===== src/rtl/punc_control_if.sv =====
// punc_control_if: control bundle between the PUnC controller and datapath.
// The master side is the controller (consumes ir/nzp_true, drives strobes);
// the slave side is the datapath.
interface punc_control_if;
    // Datapath -> controller
    logic [15:0] ir;
    logic        nzp_true;

    // Controller -> datapath
    logic        pc_ld;
    logic        pc_clr;
    logic        pc_inc;
    logic [1:0]  pc_sel;
    logic        ir_ld;
    logic        ir_clr;
    logic        mem_rd;
    logic        mem_wr;
    logic [1:0]  mem_r_addr_sel;
    logic [1:0]  mem_w_addr_sel;
    logic [1:0]  rf_w_data_sel;
    logic        rf_w_addr_sel;
    logic        rf_w_wr;
    logic        rf_rp_addr_sel;
    logic        rf_rp_rd;
    logic        rf_rq_rd;
    logic        temp_ld;
    logic        temp_sel;
    logic        nzp_ld;
    logic        nzp_clr;
    logic [1:0]  alu_sel;
    logic        alu_first_val_sel;
    logic        halted;

    modport master (
        input  ir, nzp_true,
        output pc_ld, pc_clr, pc_inc, pc_sel, ir_ld, ir_clr, mem_rd, mem_wr,
               mem_r_addr_sel, mem_w_addr_sel, rf_w_data_sel, rf_w_addr_sel,
               rf_w_wr, rf_rp_addr_sel, rf_rp_rd, rf_rq_rd, temp_ld, temp_sel,
               nzp_ld, nzp_clr, alu_sel, alu_first_val_sel, halted
    );

    modport slave (
        output ir, nzp_true,
        input  pc_ld, pc_clr, pc_inc, pc_sel, ir_ld, ir_clr, mem_rd, mem_wr,
               mem_r_addr_sel, mem_w_addr_sel, rf_w_data_sel, rf_w_addr_sel,
               rf_w_wr, rf_rp_addr_sel, rf_rp_rd, rf_rq_rd, temp_ld, temp_sel,
               nzp_ld, nzp_clr, alu_sel, alu_first_val_sel, halted
    );
endinterface


===== src/rtl/punc_control.sv =====
// punc_control: fetch/decode/execute sequencer for the PUnC LC3 datapath.
// All strobes are a combinational function of state, ir and nzp_true.
// Optional feature macro: PUNC_INSTR_COUNT_EN adds a 16-bit instr_count
// output counting FETCH->DECODE transitions.
module punc_control (
    input  logic               clk,
    input  logic               rst,
    punc_control_if.master     bus
`ifdef PUNC_INSTR_COUNT_EN
    ,
    output logic [15:0]        instr_count
`endif
);

    typedef enum logic [2:0] {
        S_FETCH  = 3'd0,
        S_DECODE = 3'd1,
        S_EXEC   = 3'd2,
        S_EXEC2  = 3'd3,
        S_HALT   = 3'd4
    } state_t;

    localparam logic [3:0] OP_BR   = 4'b0000;
    localparam logic [3:0] OP_ADD  = 4'b0001;
    localparam logic [3:0] OP_LD   = 4'b0010;
    localparam logic [3:0] OP_ST   = 4'b0011;
    localparam logic [3:0] OP_JSR  = 4'b0100;
    localparam logic [3:0] OP_AND  = 4'b0101;
    localparam logic [3:0] OP_LDR  = 4'b0110;
    localparam logic [3:0] OP_STR  = 4'b0111;
    localparam logic [3:0] OP_NOT  = 4'b1001;
    localparam logic [3:0] OP_LDI  = 4'b1010;
    localparam logic [3:0] OP_STI  = 4'b1011;
    localparam logic [3:0] OP_JMP  = 4'b1100;
    localparam logic [3:0] OP_LEA  = 4'b1110;
    localparam logic [3:0] OP_HALT = 4'b1111;

    state_t     state_q;
    state_t     state_d;
    logic [3:0] opcode;
    logic       jsr_imm;

    assign opcode  = bus.ir[15:12];
    assign jsr_imm = bus.ir[11];

    // State register; reset from any state lands in FETCH.
    always_ff @(posedge clk) begin
        if (rst) begin
            state_q <= S_FETCH;
        end else begin
            state_q <= state_d;
        end
    end

    // Next-state: indirect/base stores and LDI take a second execute cycle.
    always_comb begin
        state_d = S_FETCH;
        case (state_q)
            S_FETCH:  state_d = S_DECODE;
            S_DECODE: state_d = S_EXEC;
            S_EXEC: begin
                if (opcode == OP_LDI || opcode == OP_STI || opcode == OP_STR) begin
                    state_d = S_EXEC2;
                end else if (opcode == OP_HALT) begin
                    state_d = S_HALT;
                end else begin
                    state_d = S_FETCH;
                end
            end
            S_EXEC2:  state_d = S_FETCH;
            S_HALT:   state_d = S_HALT;
            default:  state_d = S_FETCH;
        endcase
    end

    // Output decode; reset overrides everything with the three clears.
    always_comb begin
        bus.pc_ld             = 1'b0;
        bus.pc_clr            = 1'b0;
        bus.pc_inc            = 1'b0;
        bus.pc_sel            = 2'd0;
        bus.ir_ld             = 1'b0;
        bus.ir_clr            = 1'b0;
        bus.mem_rd            = 1'b0;
        bus.mem_wr            = 1'b0;
        bus.mem_r_addr_sel    = 2'd0;
        bus.mem_w_addr_sel    = 2'd0;
        bus.rf_w_data_sel     = 2'd0;
        bus.rf_w_addr_sel     = 1'b0;
        bus.rf_w_wr           = 1'b0;
        bus.rf_rp_addr_sel    = 1'b0;
        bus.rf_rp_rd          = 1'b0;
        bus.rf_rq_rd          = 1'b0;
        bus.temp_ld           = 1'b0;
        bus.temp_sel          = 1'b0;
        bus.nzp_ld            = 1'b0;
        bus.nzp_clr           = 1'b0;
        bus.alu_sel           = 2'd0;
        bus.alu_first_val_sel = 1'b0;
        bus.halted            = 1'b0;

        if (rst) begin
            bus.pc_clr  = 1'b1;
            bus.ir_clr  = 1'b1;
            bus.nzp_clr = 1'b1;
        end else begin
            case (state_q)
                S_FETCH: begin
                    bus.mem_rd         = 1'b1;
                    bus.mem_r_addr_sel = 2'd0;
                    bus.ir_ld          = 1'b1;
                    bus.pc_inc         = 1'b1;
                end
                S_EXEC: begin
                    case (opcode)
                        OP_ADD, OP_AND, OP_NOT: begin
                            bus.rf_rp_addr_sel = 1'b0;
                            bus.rf_rp_rd       = 1'b1;
                            bus.rf_rq_rd       = (opcode != OP_NOT);
                            bus.alu_sel        = (opcode == OP_ADD) ? 2'd0 :
                                                 (opcode == OP_AND) ? 2'd1 : 2'd2;
                            bus.rf_w_data_sel  = 2'd0;
                            bus.rf_w_addr_sel  = 1'b0;
                            bus.rf_w_wr        = 1'b1;
                            bus.nzp_ld         = 1'b1;
                        end
                        OP_BR: begin
                            bus.pc_ld  = bus.nzp_true;
                            bus.pc_sel = 2'd0;
                        end
                        OP_JMP: begin
                            bus.rf_rp_addr_sel = 1'b0;
                            bus.rf_rp_rd       = 1'b1;
                            bus.pc_ld          = 1'b1;
                            bus.pc_sel         = 2'd2;
                        end
                        OP_JSR: begin
                            // PC already holds the return address; the old
                            // base register is read before R7 is overwritten.
                            bus.rf_w_addr_sel = 1'b1;
                            bus.rf_w_data_sel = 2'd3;
                            bus.rf_w_wr       = 1'b1;
                            bus.pc_ld         = 1'b1;
                            if (jsr_imm) begin
                                bus.pc_sel = 2'd1;
                            end else begin
                                bus.pc_sel         = 2'd2;
                                bus.rf_rp_addr_sel = 1'b0;
                                bus.rf_rp_rd       = 1'b1;
                            end
                        end
                        OP_LD, OP_LDR: begin
                            bus.mem_rd         = 1'b1;
                            bus.mem_r_addr_sel = (opcode == OP_LD) ? 2'd1 : 2'd2;
                            bus.rf_rp_addr_sel = 1'b0;
                            bus.rf_rp_rd       = (opcode == OP_LDR);
                            bus.rf_w_data_sel  = 2'd1;
                            bus.rf_w_wr        = 1'b1;
                            bus.nzp_ld         = 1'b1;
                        end
                        OP_LEA: begin
                            bus.rf_w_data_sel = 2'd2;
                            bus.rf_w_wr       = 1'b1;
                            bus.nzp_ld        = 1'b1;
                        end
                        OP_ST: begin
                            bus.rf_rp_addr_sel = 1'b1;
                            bus.rf_rp_rd       = 1'b1;
                            bus.mem_wr         = 1'b1;
                            bus.mem_w_addr_sel = 2'd0;
                        end
                        OP_STR: begin
                            // Compute base+offset into temp; the write happens next cycle.
                            bus.rf_rp_addr_sel = 1'b0;
                            bus.rf_rp_rd       = 1'b1;
                            bus.alu_sel        = 2'd3;
                            bus.temp_sel       = 1'b1;
                            bus.temp_ld        = 1'b1;
                        end
                        OP_LDI, OP_STI: begin
                            // Fetch the pointer into temp.
                            bus.mem_rd         = 1'b1;
                            bus.mem_r_addr_sel = 2'd1;
                            bus.temp_sel       = 1'b0;
                            bus.temp_ld        = 1'b1;
                        end
                        default: ;
                    endcase
                end
                S_EXEC2: begin
                    if (opcode == OP_LDI) begin
                        bus.mem_rd         = 1'b1;
                        bus.mem_r_addr_sel = 2'd3;
                        bus.rf_w_data_sel  = 2'd1;
                        bus.rf_w_wr        = 1'b1;
                        bus.nzp_ld         = 1'b1;
                    end else begin
                        bus.rf_rp_addr_sel = 1'b1;
                        bus.rf_rp_rd       = 1'b1;
                        bus.mem_wr         = 1'b1;
                        bus.mem_w_addr_sel = 2'd1;
                    end
                end
                S_HALT: begin
                    bus.halted = 1'b1;
                end
                default: ;
            endcase
        end
    end

`ifdef PUNC_INSTR_COUNT_EN
    logic [15:0] instr_count_q;

    // Count instructions fetched; wraps naturally at 16 bits.
    always_ff @(posedge clk) begin
        if (rst) begin
            instr_count_q <= 16'd0;
        end else if (state_q == S_FETCH) begin
            instr_count_q <= instr_count_q + 16'd1;
        end
    end

    assign instr_count = instr_count_q;
`endif

endmodule


===== src/flat_wrapper.sv =====
// flat-port wrapper written by rule: the top's interface ports become plain ports
module punc_control_flat 
  (clk, rst, bus_ir, bus_nzp_true, bus_pc_ld, bus_pc_clr, bus_pc_inc, bus_pc_sel, bus_ir_ld, bus_ir_clr, bus_mem_rd, bus_mem_wr, bus_mem_r_addr_sel, bus_mem_w_addr_sel, bus_rf_w_data_sel, bus_rf_w_addr_sel, bus_rf_w_wr, bus_rf_rp_addr_sel, bus_rf_rp_rd, bus_rf_rq_rd, bus_temp_ld, bus_temp_sel, bus_nzp_ld, bus_nzp_clr, bus_alu_sel, bus_alu_first_val_sel, bus_halted);
  punc_control_if bus_i ();
  input  logic clk;
  input  logic rst;
  input wire logic [$bits(bus_i.ir)-1:0] bus_ir;
  input wire logic [$bits(bus_i.nzp_true)-1:0] bus_nzp_true;
  output wire logic [$bits(bus_i.pc_ld)-1:0] bus_pc_ld;
  output wire logic [$bits(bus_i.pc_clr)-1:0] bus_pc_clr;
  output wire logic [$bits(bus_i.pc_inc)-1:0] bus_pc_inc;
  output wire logic [$bits(bus_i.pc_sel)-1:0] bus_pc_sel;
  output wire logic [$bits(bus_i.ir_ld)-1:0] bus_ir_ld;
  output wire logic [$bits(bus_i.ir_clr)-1:0] bus_ir_clr;
  output wire logic [$bits(bus_i.mem_rd)-1:0] bus_mem_rd;
  output wire logic [$bits(bus_i.mem_wr)-1:0] bus_mem_wr;
  output wire logic [$bits(bus_i.mem_r_addr_sel)-1:0] bus_mem_r_addr_sel;
  output wire logic [$bits(bus_i.mem_w_addr_sel)-1:0] bus_mem_w_addr_sel;
  output wire logic [$bits(bus_i.rf_w_data_sel)-1:0] bus_rf_w_data_sel;
  output wire logic [$bits(bus_i.rf_w_addr_sel)-1:0] bus_rf_w_addr_sel;
  output wire logic [$bits(bus_i.rf_w_wr)-1:0] bus_rf_w_wr;
  output wire logic [$bits(bus_i.rf_rp_addr_sel)-1:0] bus_rf_rp_addr_sel;
  output wire logic [$bits(bus_i.rf_rp_rd)-1:0] bus_rf_rp_rd;
  output wire logic [$bits(bus_i.rf_rq_rd)-1:0] bus_rf_rq_rd;
  output wire logic [$bits(bus_i.temp_ld)-1:0] bus_temp_ld;
  output wire logic [$bits(bus_i.temp_sel)-1:0] bus_temp_sel;
  output wire logic [$bits(bus_i.nzp_ld)-1:0] bus_nzp_ld;
  output wire logic [$bits(bus_i.nzp_clr)-1:0] bus_nzp_clr;
  output wire logic [$bits(bus_i.alu_sel)-1:0] bus_alu_sel;
  output wire logic [$bits(bus_i.alu_first_val_sel)-1:0] bus_alu_first_val_sel;
  output wire logic [$bits(bus_i.halted)-1:0] bus_halted;
  assign bus_i.ir = bus_ir;
  assign bus_i.nzp_true = bus_nzp_true;
  assign bus_pc_ld = bus_i.pc_ld;
  assign bus_pc_clr = bus_i.pc_clr;
  assign bus_pc_inc = bus_i.pc_inc;
  assign bus_pc_sel = bus_i.pc_sel;
  assign bus_ir_ld = bus_i.ir_ld;
  assign bus_ir_clr = bus_i.ir_clr;
  assign bus_mem_rd = bus_i.mem_rd;
  assign bus_mem_wr = bus_i.mem_wr;
  assign bus_mem_r_addr_sel = bus_i.mem_r_addr_sel;
  assign bus_mem_w_addr_sel = bus_i.mem_w_addr_sel;
  assign bus_rf_w_data_sel = bus_i.rf_w_data_sel;
  assign bus_rf_w_addr_sel = bus_i.rf_w_addr_sel;
  assign bus_rf_w_wr = bus_i.rf_w_wr;
  assign bus_rf_rp_addr_sel = bus_i.rf_rp_addr_sel;
  assign bus_rf_rp_rd = bus_i.rf_rp_rd;
  assign bus_rf_rq_rd = bus_i.rf_rq_rd;
  assign bus_temp_ld = bus_i.temp_ld;
  assign bus_temp_sel = bus_i.temp_sel;
  assign bus_nzp_ld = bus_i.nzp_ld;
  assign bus_nzp_clr = bus_i.nzp_clr;
  assign bus_alu_sel = bus_i.alu_sel;
  assign bus_alu_first_val_sel = bus_i.alu_first_val_sel;
  assign bus_halted = bus_i.halted;
  punc_control u_core (.clk(clk), .rst(rst), .bus(bus_i));
endmodule

===== config.mk =====
export PLATFORM = sky130hd
export DESIGN_NAME = punc_control_flat
export DESIGN_NICKNAME = d
export VERILOG_FILES = /design/src/rtl/punc_control_if.sv /design/src/rtl/punc_control.sv /design/src/flat_wrapper.sv
export SDC_FILE = /design/constraint.sdc
export NUM_CORES = 1
export LEC_CHECK = 0
export ABC_AREA = 1
export CORE_UTILIZATION = 33
export DETAILED_ROUTE_END_ITERATION = 10
export GPL_ROUTABILITY_DRIVEN = 0
export GPL_TIMING_DRIVEN = 1
export PLACE_DENSITY = 0.88
export SLEW_MARGIN = 5
export SYNTH_ARGS = -nofsm -noshare
export SYNTH_HDL_FRONTEND = slang
export SYNTH_SLANG_ARGS = --single-unit

===== constraint.sdc =====
create_clock -name clk -period 1.48 [get_ports clk]
set_input_delay 0.222 -clock clk [delete_from_list [all_inputs] [get_ports clk]]
set_output_delay 0.222 -clock clk [all_outputs]
set_load 0.01 [all_outputs]

Yosys cells after proc, flatten, opt, wreduce, memory -nomap -nowiden
Index checks and enable logic that the tools add are counted.
{ "classes": {"n_mux": 62, "n_reduce_logical": 13, "eq_ne": 18} }
{ "op_table": {"columns": ["operator", "n"], "rows": [
  ["$mux W1", 33],
  ["$mux W2", 13],
  ["$eq A4 B4 Y1 const B", 6],
  ["$pmux W2 S2", 5],
  ["$eq A4 B3 Y1 const B", 4],
  ["$pmux W3 S4", 1],
  ["$reduce_or A6 Y1", 2],
  ["$pmux W1 S2", 5],
  ["$eq A4 B2 Y1 const B", 2],
  ["$reduce_or A7 Y1", 1],
  ["$eq A3 B2 Y1 const B", 2],
  ["$mux W3", 2],
  ["$pmux W1 S3", 2],
  ["$pmux W2 S3", 1],
  ["$reduce_or A2 Y1", 3],
  ["$reduce_or A3 Y1", 2],
  ["$eq A4 B1 Y1 const B", 1],
  ["$logic_not A4 Y1", 1],
  ["$ne A4 B4 Y1 const B", 1],
  ["$reduce_or A4 Y1", 1],
  ["$eq A3 B1 Y1 const B", 1],
  ["$eq A3 B3 Y1 const B", 1],
  ["$logic_not A3 Y1", 1],
  ["$logic_or A1 B1 Y1", 2]
]} }
{ "word_totals": {"word_cells": 94, "input_bits": 19, "reg_bits": 3} }

Logic depth before layout (Yosys ltp)
{ "depth": {"word_depth": 6, "depth_mapped": 7} }

Worst setup path before layout
Ideal clock, no wire load.
{ "synth_path": {"path_kind": "register -> output", "from": "register u_core.state_q[2]", "to": "output bus_rf_rp_addr_sel", "slack_ps": 81, "stages_incl_launch_ff": 6, "t_required_ps": 1258, "arrival_time_ps": 1177, "path_cell_list": "dfxtp_1 -> nor2_1 -> nand3_2 -> buf_6 -> o22ai_1 -> buf_4"} }
{ "synth_via": {"elab_chain_cells": 3, "elab_cells_between_ends": 4, "cone_classes": "2 x eq/ne; 2 x mux"} }
{ "synth_lines": {"columns": ["item", "line_no", "text"], "rows": [
  ["start: declaration", "punc_control.sv:38", "state_t state_q;"],
  ["start signal: assignment", "punc_control.sv:51", "state_q <= state_d;"],
  ["$eq A3 B2 Y1", null, null],
  ["$pmux W1 S2 *", "punc_control.sv:107", "case (state_q)"],
  ["$mux W1 *", "punc_control.sv:102", "if (rst) begin"],
  ["end: declaration", "flat_wrapper.sv:22", "output wire logic [$bits(bus_i.rf_rp_addr_sel)-1:0] bus_rf_rp_addr_sel;"]
]} }
Every way passes the cells marked *; elsewhere a longest branch is shown, timed or not.

Worst setup path after layout
{ "layout_path": {"from": "register u_core.state_q[0]", "to": "output bus_mem_r_addr_sel[0]"} }
{ "layout_via": {"elab_chain_cells": 3, "elab_cells_between_ends": 4, "cone_classes": "2 x eq/ne; 2 x mux"} }
{ "layout_lines": {"columns": ["item", "line_no", "text"], "rows": [
  ["$eq A3 B2 Y1", "punc_control.sv:107", null],
  ["$pmux W2 S2 *", "punc_control.sv:107", null],
  ["$mux W2 *", "punc_control.sv:102", null],
  ["end: declaration", "flat_wrapper.sv:17", "output wire logic [$bits(bus_i.mem_r_addr_sel)-1:0] bus_mem_r_addr_sel;"]
]} }
Marks and branches as above.

==> metrics.md <==
| Metric | Value |
|---|---|
| IO Pins | 47 |
| Switching portion of total power | 0.394 |
| Setup crit start kind | register |
| Cell area power density | 464 nW/µm² |
| Hold-critical path endpoint | u_core.state_q[1] |
| Area added between synthesis and finish | 96.2% |
| TritonCTS clock tree | built |
| RSZ-0062 raised after global routing | true |
| P_int | 329 µW |
| WL per Instance | roughly 14 µm |
| Min Tclk post-route | about 1.6 ns |
| Pwr Total | 543 µW |
| Overflow after GRT | 0 |
| Initial antenna violation count | 0 |
| Final Skew | around 0.0025 ns |
| Flop2flop setup slack | 0.27 ns |
| Largest regs | u_core.state_q x3 |
| Post-DRT Antenna Nets | 0 |
| Drt initial violations | 55 |
| CP arrival | 1.38 ns |
| Num CTS Buffers | 3 |
| Critical path cell sequence | nor2_4 > buf_4 > buf_6 > nand2_4 > inv_4 > nand2_1 > a21oi_2 > buf_2 |
| Synth top area share | 0.151 |
| CP Class | reg2out |
| Gate power share | 0.546 |
| Maximum capacitance violations | 0 |
| Pleak | 0.615 nW |
| First-pass GRT wire length | 3680 µm |
| Rows | 15 |
| Largest Register | u_core.state_q |
| Worst hold path class | in2reg |
| CTS Hold Bufs | 0 |
| Number of filler cells placed in the layout | 140 |
| Vias | 980 |
| Hold path cells | 3 |
| Peak Freq | 624 MHz |
| Status | finished with violations |
| Clk buf depth | 2 |
| Crit-path slowest cell | dfxtp_4 |
| Reg2Reg Launch Point | u_core.state_q[0] |
| CTS H-Tree Depth | 1 |
| Fin nets | 185 |
| Antenna cell count | 0 |
| Final WL | 2650 µm |
| Largest register FFs | 3 |
| CP top delay family | buffers and inverters |
| Psw | around 210 µW |
| Worst hold start | rst |
| Maximum fanout along the worst path | 3 |
| Sequential element share of the synthesized area | 0.101 |
| Final Max Slew Viols | 0 |
| Port bufs | 33 |
| GRT Util Overall | 0.252 |
| Largest area contributor in the netlist | nand2_1 |
| Final Hold Viols | 0 |
| Chip Width | 44.5 µm |
| Yosys cell types | 21 |
| DP Wirelength | 1630 µm |
| Post-Route Utilization | 0.686 |
| Die area | 1980 µm² |
| Root buf cell | clkbuf_4 |
| Core box area | 1710 µm² |
| Share of cells above drive strength 1 | 0.612 |
| Sequential share of power | 0.179 |
| Worst R2R End | u_core.state_q[2] |
| Number of iterations in the first detailed-routing pass | 4 |
| FF-to-FF path depth | 8 |
| CP Capture Type | primary output |
| CTS Sinks | 3 |
| Clk Latency, worst-skew pair | 0.23 ns |
| Max IR drop VDD | 0.417 mV |
| Final Worst Setup Slack | -0.121 ns |
| Syn avg cell area | approximately 5.7 µm² |
| Post-synthesis instance area | approximately 600 µm² |
| Die Ht | 44.5 µm |
| Yosys warns | 0 |
| Vias in the first global route | 858 |
| Failing checks | negative setup slack |
| Worst path max stage delay | 0.35 ns |
| WP data required | 1.26 ns |
| Initial Util | 0.349 |
| Synth Instances | between 100 and 150 |
| Final setup violation count | 17 |
| Worst path bufs/invs | 4 |
| Vias per cell | 5.16 |
| Clock share of power | 0.275 |
| Crit share post-route | 1.08 |
| DRC viols | 0 |
| Setup WS pre-CTS | -0.823 ns |
| Top cells by area, synth | nand2_1, dfxtp_1, buf_4, nor2_1, inv_1 |
| Largest net degree at the start of global routing | 13 |
| Reg clk slew, reported paths | roughly 0.040 ns |
| Number of synthesized register bits | 3 |
## area by class of cell
type | count | area, µm² | area share
clock buffers | 4 | 26.3 | 0.0224
inverters | 15 | 58.8 | 0.0502
multi-input cells | 77 | 492 | 0.420
flip-flops and latches | 3 | 66.3 | 0.0566
well taps | 25 | 31.3 | 0.0267
repair buffers | 66 | 497 | 0.424
## power groups by stage
stage	registers [mW]	logic (mW)	clock network [mW]
floorplan	0.0930	0.123	0
global placement	0.0930	0.233	0
detailed placement	0.0935	0.243	0
CTS	0.0957	0.260	0.147
global route	0.0972	0.313	0.162
finish	0.0971	0.297	0.149
## cells by family (layout without fill, tap and decap cells)
group	count (synthesis)	after routing	share of synthesized area
AO/OA/AOI/OAI	15	15	0.153
buffers and inverters	26	85	0.252
flip-flops	3	3	0.101
other	1	2	0.00628
AND/OR/NAND/NOR	60	60	0.488
## layer usage
layer / wire, µm / vias up / track usage
met4: 144 / 0 / 0.121
met2: 1300 / 83 / 0.453
li1: - / 443 / -
met5: 0 / - / 0
met1: 916 / 434 / 0.272
met3: 288 / 20 / 0.0653
## worst min-delay path, cell delays in order
cell	delay, ns
clkdlybuf4s15_1	0.27
buf_6	0.18
a21oi_2	0.03
## Yosys cell counts
master   instances
nor2_1          13
nand3_2          2
o21ai_2          1
nor2_4           2
a21oi_1          6
conb_1           1
nand3_1          8
o22ai_1          1
nand2_2          3
o21ai_0          5
nor3_1           4
buf_4            8
a21oi_2          1
nand2_1         24
nor2_2           3
o31ai_2          1
inv_1           11
dfxtp_1          3
inv_2            4
buf_6            3
nor4_2           1
## worst max-delay path by stage
stage	startpoint	end	slack, ns	depth (start not counted)
6_report	u_core.state_q[0]	bus_mem_r_addr_sel[0]	-0.12	8
3_5_place_dp	bus_ir[15]	bus_mem_r_addr_sel[0]	-0.82	6
2_1_floorplan	u_core.state_q[2]	bus_rf_rp_addr_sel	0.08	5
4_1_cts	u_core.state_q[2]	bus_mem_r_addr_sel[0]	-0.13	6
3_3_place_gp	bus_ir[15]	bus_mem_r_addr_sel[0]	-0.72	6
5_1_grt	u_core.state_q[0]	bus_mem_r_addr_sel[0]	-0.18	8
## per-stage QoR
| step | area, µm² | hold slack, ns | TNS [ns] | std cells |
|---|---|---|---|---|
| finish | 1170 | 0.521 | -0.798 | 190 |
| global route | 1170 | 0.518 | -2.09 | 190 |
| CTS | 1120 | 0.538 | -0.649 | 188 |
| detailed placement | 1080 | 0.593 | -15.25 | 179 |
| global placement | 1080 | 0.576 | -14.22 | 179 |
| floorplan | 601 | 0.406 | 0 | 106 |
## what timing repair did
action | in CTS | in global routing
buffers inserted | 5 | 3
pin swaps | 1 | 8
gates resized for setup | 113 | 21
setup endpoints to repair | 26 | 25
## layout by cell type (no fill, tap or decap), types with 4 or more instances in the layout
cell type | Yosys | layout
nor2_1 | 13 | 8
o21ai_0 | 5 | 4
nand3_1 | 8 | 7
inv_1 | 11 | 7
inv_2 | 4 | 7
a21oi_1 | 6 | 4
buf_4 | 8 | 29
buf_2 | 0 | 19
clkdlybuf4s50_1 | 0 | 5
nand2_2 | 3 | 5
nand2_1 | 24 | 20
buf_6 | 3 | 5
nor2_4 | 2 | 6
nor2_2 | 3 | 4
Note: power is estimated with default switching activity, not from simulation.
